--- src/rtl/mul_div_unit_pkg.sv ---
// Shared types for the iterative multiply/divide unit: RV32M operation codes,
// controller states and small operation-decoding helpers.
package mul_div_unit_pkg;

    typedef enum logic [2:0] {
        MulOp    = 3'b000,
        MulhOp   = 3'b001,
        MulhsuOp = 3'b010,
        MulhuOp  = 3'b011,
        DivOp    = 3'b100,
        DivuOp   = 3'b101,
        RemOp    = 3'b110,
        RemuOp   = 3'b111
    } MulDiv_Ops;

    typedef enum logic [2:0] {
        IDLE,
        PREP,
        CALC,
        FIX,
        DONE
    } MulDivState;

    // funct3 bit 2 separates the divide family from the multiply family
    function automatic logic op_is_div(input MulDiv_Ops op);
        return op[2];
    endfunction

    function automatic logic op_is_rem(input MulDiv_Ops op);
        return op[2] & op[1];
    endfunction

    function automatic logic a_is_signed(input MulDiv_Ops op);
        return (op == MulOp) || (op == MulhOp) || (op == MulhsuOp) ||
               (op == DivOp) || (op == RemOp);
    endfunction

    function automatic logic b_is_signed(input MulDiv_Ops op);
        return (op == MulOp) || (op == MulhOp) || (op == DivOp) || (op == RemOp);
    endfunction

endpackage

--- src/rtl/mul_div_unit_muldiv_step.sv ---
// One radix-2 iteration shared by multiply (shift-add, LSB first) and
// divide (restoring shift-subtract); accumulator is {high half, low half}.
module muldiv_step #(
    parameter int DATA_WIDTH = 32
) (
    input  logic                      is_div,
    input  logic [2*DATA_WIDTH-1:0]   acc_cur,
    input  logic [DATA_WIDTH-1:0]     operand,
    output logic [2*DATA_WIDTH-1:0]   acc_next
);

    logic [DATA_WIDTH-1:0]   hi_half;
    logic [DATA_WIDTH-1:0]   lo_half;
    logic [DATA_WIDTH:0]     sum;
    logic [DATA_WIDTH:0]     rem_shift;
    logic [DATA_WIDTH:0]     diff;
    logic [2*DATA_WIDTH-1:0] mul_next;
    logic [2*DATA_WIDTH-1:0] div_next;

    // Remainder stays below the divisor, so diff's top bit is a clean borrow flag
    always_comb begin
        hi_half   = acc_cur[2*DATA_WIDTH-1:DATA_WIDTH];
        lo_half   = acc_cur[DATA_WIDTH-1:0];
        sum       = {1'b0, hi_half} + (lo_half[0] ? {1'b0, operand} : {(DATA_WIDTH+1){1'b0}});
        mul_next  = {sum, lo_half[DATA_WIDTH-1:1]};
        rem_shift = {hi_half, lo_half[DATA_WIDTH-1]};
        diff      = rem_shift - {1'b0, operand};
        if (diff[DATA_WIDTH]) begin
            div_next = {rem_shift[DATA_WIDTH-1:0], lo_half[DATA_WIDTH-2:0], 1'b0};
        end else begin
            div_next = {diff[DATA_WIDTH-1:0], lo_half[DATA_WIDTH-2:0], 1'b1};
        end
        acc_next = is_div ? div_next : mul_next;
    end

endmodule

--- src/rtl/mul_div_unit.sv ---
// Iterative RV32M multiply/divide unit for the execute stage: start/ready
// handshake, one bit per cycle, signed results fixed up after the magnitude loop.
module mul_div_unit
    import mul_div_unit_pkg::*;
#(
    parameter int DATA_WIDTH = 32,
    parameter int CNT_WIDTH  = $clog2(DATA_WIDTH)
) (
    input  logic                  clk_i,
    input  logic                  reset_i,
    input  logic                  start_i,
    input  MulDiv_Ops             op_i,
    input  logic [DATA_WIDTH-1:0] a_i,
    input  logic [DATA_WIDTH-1:0] b_i,
    output logic                  ready_o,
    output logic                  busy_o,
    output logic                  done_o,
    output logic [DATA_WIDTH-1:0] result_o
);

    localparam logic [DATA_WIDTH-1:0] MOST_NEG = {1'b1, {(DATA_WIDTH-1){1'b0}}};

    MulDivState              state;
    MulDiv_Ops               op_q;
    logic [DATA_WIDTH-1:0]   a_q;
    logic [DATA_WIDTH-1:0]   b_q;
    logic                    neg_q;
    logic [DATA_WIDTH-1:0]   step_operand;
    logic [2*DATA_WIDTH-1:0] acc;
    logic [2*DATA_WIDTH-1:0] acc_next;
    logic [CNT_WIDTH-1:0]    counter;

    logic                    a_neg;
    logic                    b_neg;
    logic [DATA_WIDTH-1:0]   a_mag;
    logic [DATA_WIDTH-1:0]   b_mag;
    logic                    div_by_zero;
    logic                    overflow;
    logic [DATA_WIDTH-1:0]   special_result;
    logic [2*DATA_WIDTH-1:0] prod_fix;
    logic [DATA_WIDTH-1:0]   quo_fix;
    logic [DATA_WIDTH-1:0]   rem_fix;
    logic [DATA_WIDTH-1:0]   fix_result;

    muldiv_step #(
        .DATA_WIDTH (DATA_WIDTH)
    ) u_step (
        .is_div   (op_is_div(op_q)),
        .acc_cur  (acc),
        .operand  (step_operand),
        .acc_next (acc_next)
    );

    // Operand decode and result fix-up, all from the registered request
    always_comb begin
        a_neg       = a_is_signed(op_q) & a_q[DATA_WIDTH-1];
        b_neg       = b_is_signed(op_q) & b_q[DATA_WIDTH-1];
        a_mag       = a_neg ? -a_q : a_q;
        b_mag       = b_neg ? -b_q : b_q;
        div_by_zero = op_is_div(op_q) && (b_q == '0);
        overflow    = ((op_q == DivOp) || (op_q == RemOp)) &&
                      (a_q == MOST_NEG) && (b_q == '1);

        if (div_by_zero) begin
            special_result = op_is_rem(op_q) ? a_q : '1;
        end else begin
            special_result = op_is_rem(op_q) ? '0 : a_q;
        end

        prod_fix = neg_q ? -acc : acc;
        quo_fix  = neg_q ? -acc[DATA_WIDTH-1:0] : acc[DATA_WIDTH-1:0];
        rem_fix  = neg_q ? -acc[2*DATA_WIDTH-1:DATA_WIDTH] : acc[2*DATA_WIDTH-1:DATA_WIDTH];

        case (op_q)
            MulOp:                       fix_result = prod_fix[DATA_WIDTH-1:0];
            MulhOp, MulhsuOp, MulhuOp:   fix_result = prod_fix[2*DATA_WIDTH-1:DATA_WIDTH];
            DivOp, DivuOp:               fix_result = quo_fix;
            default:                     fix_result = rem_fix;
        endcase
    end

    // Controller: requests are captured only in IDLE/DONE, so pokes while busy are dropped
    always_ff @(posedge clk_i) begin
        if (reset_i) begin
            state        <= IDLE;
            ready_o      <= 1'b1;
            busy_o       <= 1'b0;
            done_o       <= 1'b0;
            result_o     <= '0;
            counter      <= '0;
            acc          <= '0;
            step_operand <= '0;
            neg_q        <= 1'b0;
            op_q         <= MulOp;
            a_q          <= '0;
            b_q          <= '0;
        end else begin
            case (state)
                IDLE: begin
                    if (start_i) begin
                        op_q    <= op_i;
                        a_q     <= a_i;
                        b_q     <= b_i;
                        state   <= PREP;
                        ready_o <= 1'b0;
                        busy_o  <= 1'b1;
                    end
                end
                PREP: begin
                    neg_q <= op_is_rem(op_q) ? a_neg : (a_neg ^ b_neg);
                    if (div_by_zero || overflow) begin
                        result_o <= special_result;
                        state    <= DONE;
                        ready_o  <= 1'b1;
                        busy_o   <= 1'b0;
                        done_o   <= 1'b1;
                    end else begin
                        // Divide shifts the dividend out of the low half; multiply shifts the multiplier out
                        acc          <= {{DATA_WIDTH{1'b0}}, (op_is_div(op_q) ? a_mag : b_mag)};
                        step_operand <= op_is_div(op_q) ? b_mag : a_mag;
                        counter      <= CNT_WIDTH'(DATA_WIDTH - 1);
                        state        <= CALC;
                    end
                end
                CALC: begin
                    acc     <= acc_next;
                    counter <= counter - CNT_WIDTH'(1);
                    if (counter == '0) begin
                        state <= FIX;
                    end
                end
                FIX: begin
                    result_o <= fix_result;
                    state    <= DONE;
                    ready_o  <= 1'b1;
                    busy_o   <= 1'b0;
                    done_o   <= 1'b1;
                end
                DONE: begin
                    done_o <= 1'b0;
                    if (start_i) begin
                        op_q    <= op_i;
                        a_q     <= a_i;
                        b_q     <= b_i;
                        state   <= PREP;
                        ready_o <= 1'b0;
                        busy_o  <= 1'b1;
                    end else begin
                        state <= IDLE;
                    end
                end
                default: begin
                    state   <= IDLE;
                    ready_o <= 1'b1;
                    busy_o  <= 1'b0;
                    done_o  <= 1'b0;
                end
            endcase
        end
    end

endmodule

--- config.mk ---
export PLATFORM = sky130hd
export DESIGN_NAME = mul_div_unit
export DESIGN_NICKNAME = d
export VERILOG_FILES = /design/src/rtl/mul_div_unit_pkg.sv /design/src/rtl/mul_div_unit_muldiv_step.sv /design/src/rtl/mul_div_unit.sv
export SDC_FILE = /design/constraint.sdc
export NUM_CORES = 1
export LEC_CHECK = 0
export ABC_AREA = 1
export BUFFER_PORTS_ARGS = -buffer_cell sky130_fd_sc_hd__buf_2
export CORE_ASPECT_RATIO = 1.25
export CORE_MARGIN = 2
export CORE_UTILIZATION = 45
export CTS_BUF_LIST = sky130_fd_sc_hd__clkbuf_8
export DETAILED_ROUTE_END_ITERATION = 12
export SYNTH_ARGS = -nofsm -noshare
export SYNTH_HDL_FRONTEND = slang
export SYNTH_SLANG_ARGS = --single-unit
--- constraint.sdc ---
create_clock -name clk_i -period 3.5 [get_ports clk_i]
set_clock_uncertainty 0.05 [all_clocks]
set_input_delay 0.7 -clock clk_i [delete_from_list [all_inputs] [get_ports clk_i]]
set_output_delay 0.7 -clock clk_i [all_outputs]
set_load 0.02 [all_outputs]
==> insert_results.sql <==
INSERT INTO impl_metrics (metric_group, metric, value, unit) VALUES
('clock_tree', 'cts_setup_buffers', '0', ''),
('sta', 'slew-limit-headroom', '26.4', '%'),
('logic_synthesis', 'yosys.area.top_type_share', '20.7', '%'),
('logic_synthesis', 'netlist-cell-type-count', '51', ''),
('worst_setup_path', 'path_cells', 'inv_1 -> ha_1 -> fa_1 -> inv_1 -> nand3_1 -> nand2_1 -> nand2_1 -> nand2_1 -> nand2_1 -> nand2_1 -> nand2_2 -> nand2_4 -> nand2_4 -> nand2_4 -> nand2_1 -> nand3_1 -> nand2_1 -> a21oi_1', ''),
('power_and_ir_drop', 'total_leakage_power', '0.0112', 'µW'),
('routing', 'detail_route.wl_per_cell', '21.9', 'µm'),
('worst_setup_path', 'critical_path_peak_fanout', '17', ''),
('worst_setup_path', 'worst_setup_path_end_kind', 'flip-flop', ''),
('worst_setup_path', 'crit_path_end', 'acc[54]$_SDFFE_PP0P_', ''),
('worst_setup_path', 'rrSetupSlack', '270', 'ps'),
('placed_design', 'gpl.final_weighted_congestion', '1.05', ''),
('worst_setup_path', 'reg2reg_to', 'acc[54]$_SDFFE_PP0P_', ''),
('logic_synthesis', 'postSynthNetCount', '3731', ''),
('routing', 'totalWireLength', '93400', 'µm'),
('logic_synthesis', 'post_synth.cell_area_avg', '5.59', 'µm²'),
('clock_tree', 'cts_made_buffers', '39', ''),
('worst_setup_path', 'critical-path-top-delay-family', 'simple AND/OR/NAND/NOR gates', ''),
('clock_tree', 'cts.path.max_buffers', '3', ''),
('finish', 'final_cell_area', '0.0220', 'mm²'),
('finish', 'multiInputGateArea', '0.0134', 'mm²'),
('finish', 'area.sequential', '0.00415', 'mm²'),
('clock_tree', 'hold_buffers', '0', ''),
('clock_tree', 'numClockSinks', '207', ''),
('global_routing', 'grt_pass1_wl', '137000', 'µm'),
('global_routing', 'grt.total_usage', '39.8', '%'),
('clock_tree', 'clkLatencyLatePin', '630', 'ps'),
('sta', 'final_max_slew_viol_count', '0', ''),
('clock_tree', 'worst_setup_hold_path_clk_slew', '70', 'ps'),
('placed_design', 'dpl.hpwl', '75100', 'µm'),
('outcome', 'outcome', 'complete, no violations', ''),
('global_routing', 'grt_pass1_vias', '22600', ''),
('routing', 'via_to_cell_ratio', '5.77', ''),
('worst_setup_path', 'worstRegToRegCells', '18', ''),
('die', 'die_span_y', '240', 'µm'),
('placed_design', 'placement.io_buffers', '104', ''),
('routing', 'drt_drc_violations_left', '0', ''),
('worst_setup_path', 'timing_worst_setup_path_type', 'reg2reg', ''),
('sta', 'setup-tns-final', '0', 'ps'),
('logic_synthesis', 'biggest_area_consumer_among_synthesized_cells', 'sky130_fd_sc_hd__dfxtp_1', ''),
('clock_tree', 'tritoncts', 'built', ''),
('power_and_ir_drop', 'vdd_ir_drop_max', '0.000375', 'V'),
('logic_synthesis', 'synth-seq-cells', '207', ''),
('worst_setup_path', 'number_of_buffers_and_inverters_on_the_critical_path', '2', ''),
('worst_setup_path', 'crit_path_frequent_cell', 'sky130_fd_sc_hd__nand2_1', ''),
('clock_tree', 'cts_htree_levels', '2', ''),
('die', 'floorplan.die.width', '193', 'µm'),
('die', 'core_area', '0.0440', 'mm²'),
('worst_setup_path', 'critPathRequiredTime', '3960', 'ps'),
('routing', 'number_of_detailed_routing_iterations_run_before_antenna_repair', '7', ''),
('worst_setup_path', 'setup.worst_path.start_class', 'flip-flop', ''),
('placed_design', 'place_inst', '4185', ''),
('worst_setup_path', 'critical_path.max_stage_delay', '480', 'ps'),
('power_and_ir_drop', 'power_density', '629', 'mW/mm²'),
('die', 'floorplan.rows', '86', ''),
('routing', 'drt_iter0_drc', '2307', ''),
('finish', 'area.growth.synth_to_final', '9.78', '%'),
('sta', 'setup-violations-final', '0', ''),
('logic_synthesis', 'synth_cells', '3588', ''),
('finish', 'layout-drive-gt1-share', '8.23', '%'),
('worst_setup_path', 'crit_cells', '18', ''),
('worst_setup_path', 'timing.critical_path.slowest_stage_cell', 'sky130_fd_sc_hd__dfxtp_1', ''),
('routing', 'postRouteAntennaNets', '0', ''),
('global_routing', 'antenna_found_initial', '2', ''),
('die', 'floorplan.initialDensity', '45.6', '%'),
('finish', 'fillers', '4785', ''),
('min_path', 'hold_path_class', 'in2reg', ''),
('finish', 'layout.cells.non_filler', '4256', ''),
('job', 'timing.max_cap.violations', '0', ''),
('die', 'io-pin-count', '105', ''),
('die', 'floorplan.die_area', '0.0463', 'mm²');
[through the flow]
stage	setup slack [ps]	util [%]	power, µW
3_3_place_gp	406	48.2	11000
5_1_grt	85.7	50.0	14600
2_1_floorplan	933	-	8360
4_1_cts	318	50.0	13600
3_5_place_dp	389	48.2	11000
6_report	267	50.0	13800
[sequential cells by signal (all words and copies together) (netlist names), 3 cells and up]
register      cells
step_operand     32
op_q              3
acc              64
b_q              32
counter           5
state             3
a_q              32
result_o         32
[layout by cell type, fill, tap and decap left out, types with 3 or more instances in the layout]
cell type	count
sky130_fd_sc_hd__nand2_4	7
sky130_fd_sc_hd__dfxtp_1	205
sky130_fd_sc_hd__o21bai_1	10
sky130_fd_sc_hd__xnor2_1	7
sky130_fd_sc_hd__o31ai_1	5
sky130_fd_sc_hd__xor2_1	62
sky130_fd_sc_hd__nand3_1	353
sky130_fd_sc_hd__nand3b_1	17
sky130_fd_sc_hd__inv_1	470
sky130_fd_sc_hd__nand2_2	9
sky130_fd_sc_hd__nor2_4	3
sky130_fd_sc_hd__buf_4	69
sky130_fd_sc_hd__nand4_1	38
sky130_fd_sc_hd__nand3_2	5
sky130_fd_sc_hd__clkbuf_8	48
sky130_fd_sc_hd__nand2_1	1023
sky130_fd_sc_hd__clkinv_2	8
sky130_fd_sc_hd__buf_12	4
sky130_fd_sc_hd__inv_2	9
sky130_fd_sc_hd__o21ai_0	320
sky130_fd_sc_hd__a31oi_1	25
sky130_fd_sc_hd__nor2_2	12
sky130_fd_sc_hd__maj3_1	13
sky130_fd_sc_hd__o21ai_1	21
sky130_fd_sc_hd__a211oi_1	7
sky130_fd_sc_hd__a21boi_0	7
sky130_fd_sc_hd__a21o_1	5
sky130_fd_sc_hd__buf_2	104
sky130_fd_sc_hd__or2_2	10
sky130_fd_sc_hd__o211ai_1	21
sky130_fd_sc_hd__nor4_1	6
sky130_fd_sc_hd__nor3_1	37
sky130_fd_sc_hd__ha_1	71
sky130_fd_sc_hd__a21oi_1	292
sky130_fd_sc_hd__and2_1	3
sky130_fd_sc_hd__nor2_1	354
[area by class of cell]
cell class / count / share of cell area (%)
timing repair buffer: 177 / 5.08
tap: 572 / 3.25
antenna: 1 / 0.0114
sequential: 207 / 18.8
clock buffer: 48 / 3.00
clock inverter: 22 / 0.733
inverter: 470 / 8.03
multi-input combinational: 2759 / 61.1
[worst min-delay path, cell delays in order]
cell	delay, ps
sky130_fd_sc_hd__buf_2	70
sky130_fd_sc_hd__o21ai_0	70
sky130_fd_sc_hd__nor2_1	80
[routing by layer]
metal  GRT usage [%]  part of all wire (%)
met5               0                 0.014
met4            32.5                   9.4
met3            6.76                   7.7
met2            66.6                    46
met1            44.0                    36
[how the worst min path moves through the flow]
stage / from / to / slack, ps / cells after the start
after floorplan: step_operand[10]$_SDFFE_PP0N_ / step_operand[10]$_SDFFE_PP0N_ / 400 / 2
after global placement: busy_o$_SDFFE_PP0P_ / busy_o$_SDFFE_PP0P_ / 400 / 2
after detailed placement: result_o[14]$_SDFFE_PP0P_ / result_o[14]$_SDFFE_PP0P_ / 400 / 2
after CTS: a_i[14] / a_q[14]$_SDFFE_PP0P_ / 220 / 3
after global routing: a_i[20] / a_q[20]$_SDFFE_PP0P_ / 270 / 3
final: a_i[14] / a_q[14]$_SDFFE_PP0P_ / 270 / 3
[logic make-up after synthesis]
kind of cell / after synthesis / share of synthesized area, %
compound gates: 724 / 19.1
flops: 207 / 20.7
simple gates: 1880 / 39.5
fa+ha+maj: 86 / 5.28
buf+inv: 622 / 12.4
xor+xnor: 69 / 3.01
[cells in the mapped netlist, drive strengths merged]
master,n
a211oi,8
a21boi,8
a21o,5
a21oi,294
a31oi,25
and2,3
buf,56
clkbuf,96
clkinv,1
dfxtp,207
fa,2
ha,71
inv,469
maj3,13
nand2,1039
nand3,359
nand3b,17
nand4,38
nor2,369
nor3,39
nor4,6
o211ai,23
o21a,1
o21ai,341
o21bai,10
o221ai,2
o22ai,1
o31ai,5
o41ai,1
or2,10
xnor2,7
xor2,62
[repair_timing]
action | in CTS | in global routing
setup endpoints to repair | 0 | 1
gates resized for setup | 0 | 1
hold endpoints to repair | 0 | 0
[power breakdown]
part / internal (µW) / switching (µW) / leakage, µW
clock: 1400 / 1180 / 0.000471
sequential: 2760 / 605 / 0.00170
combinational: 2220 / 5680 / 0.00898
total: 6380 / 7470 / 0.0112
Note: power is estimated with default switching activity, not from simulation.
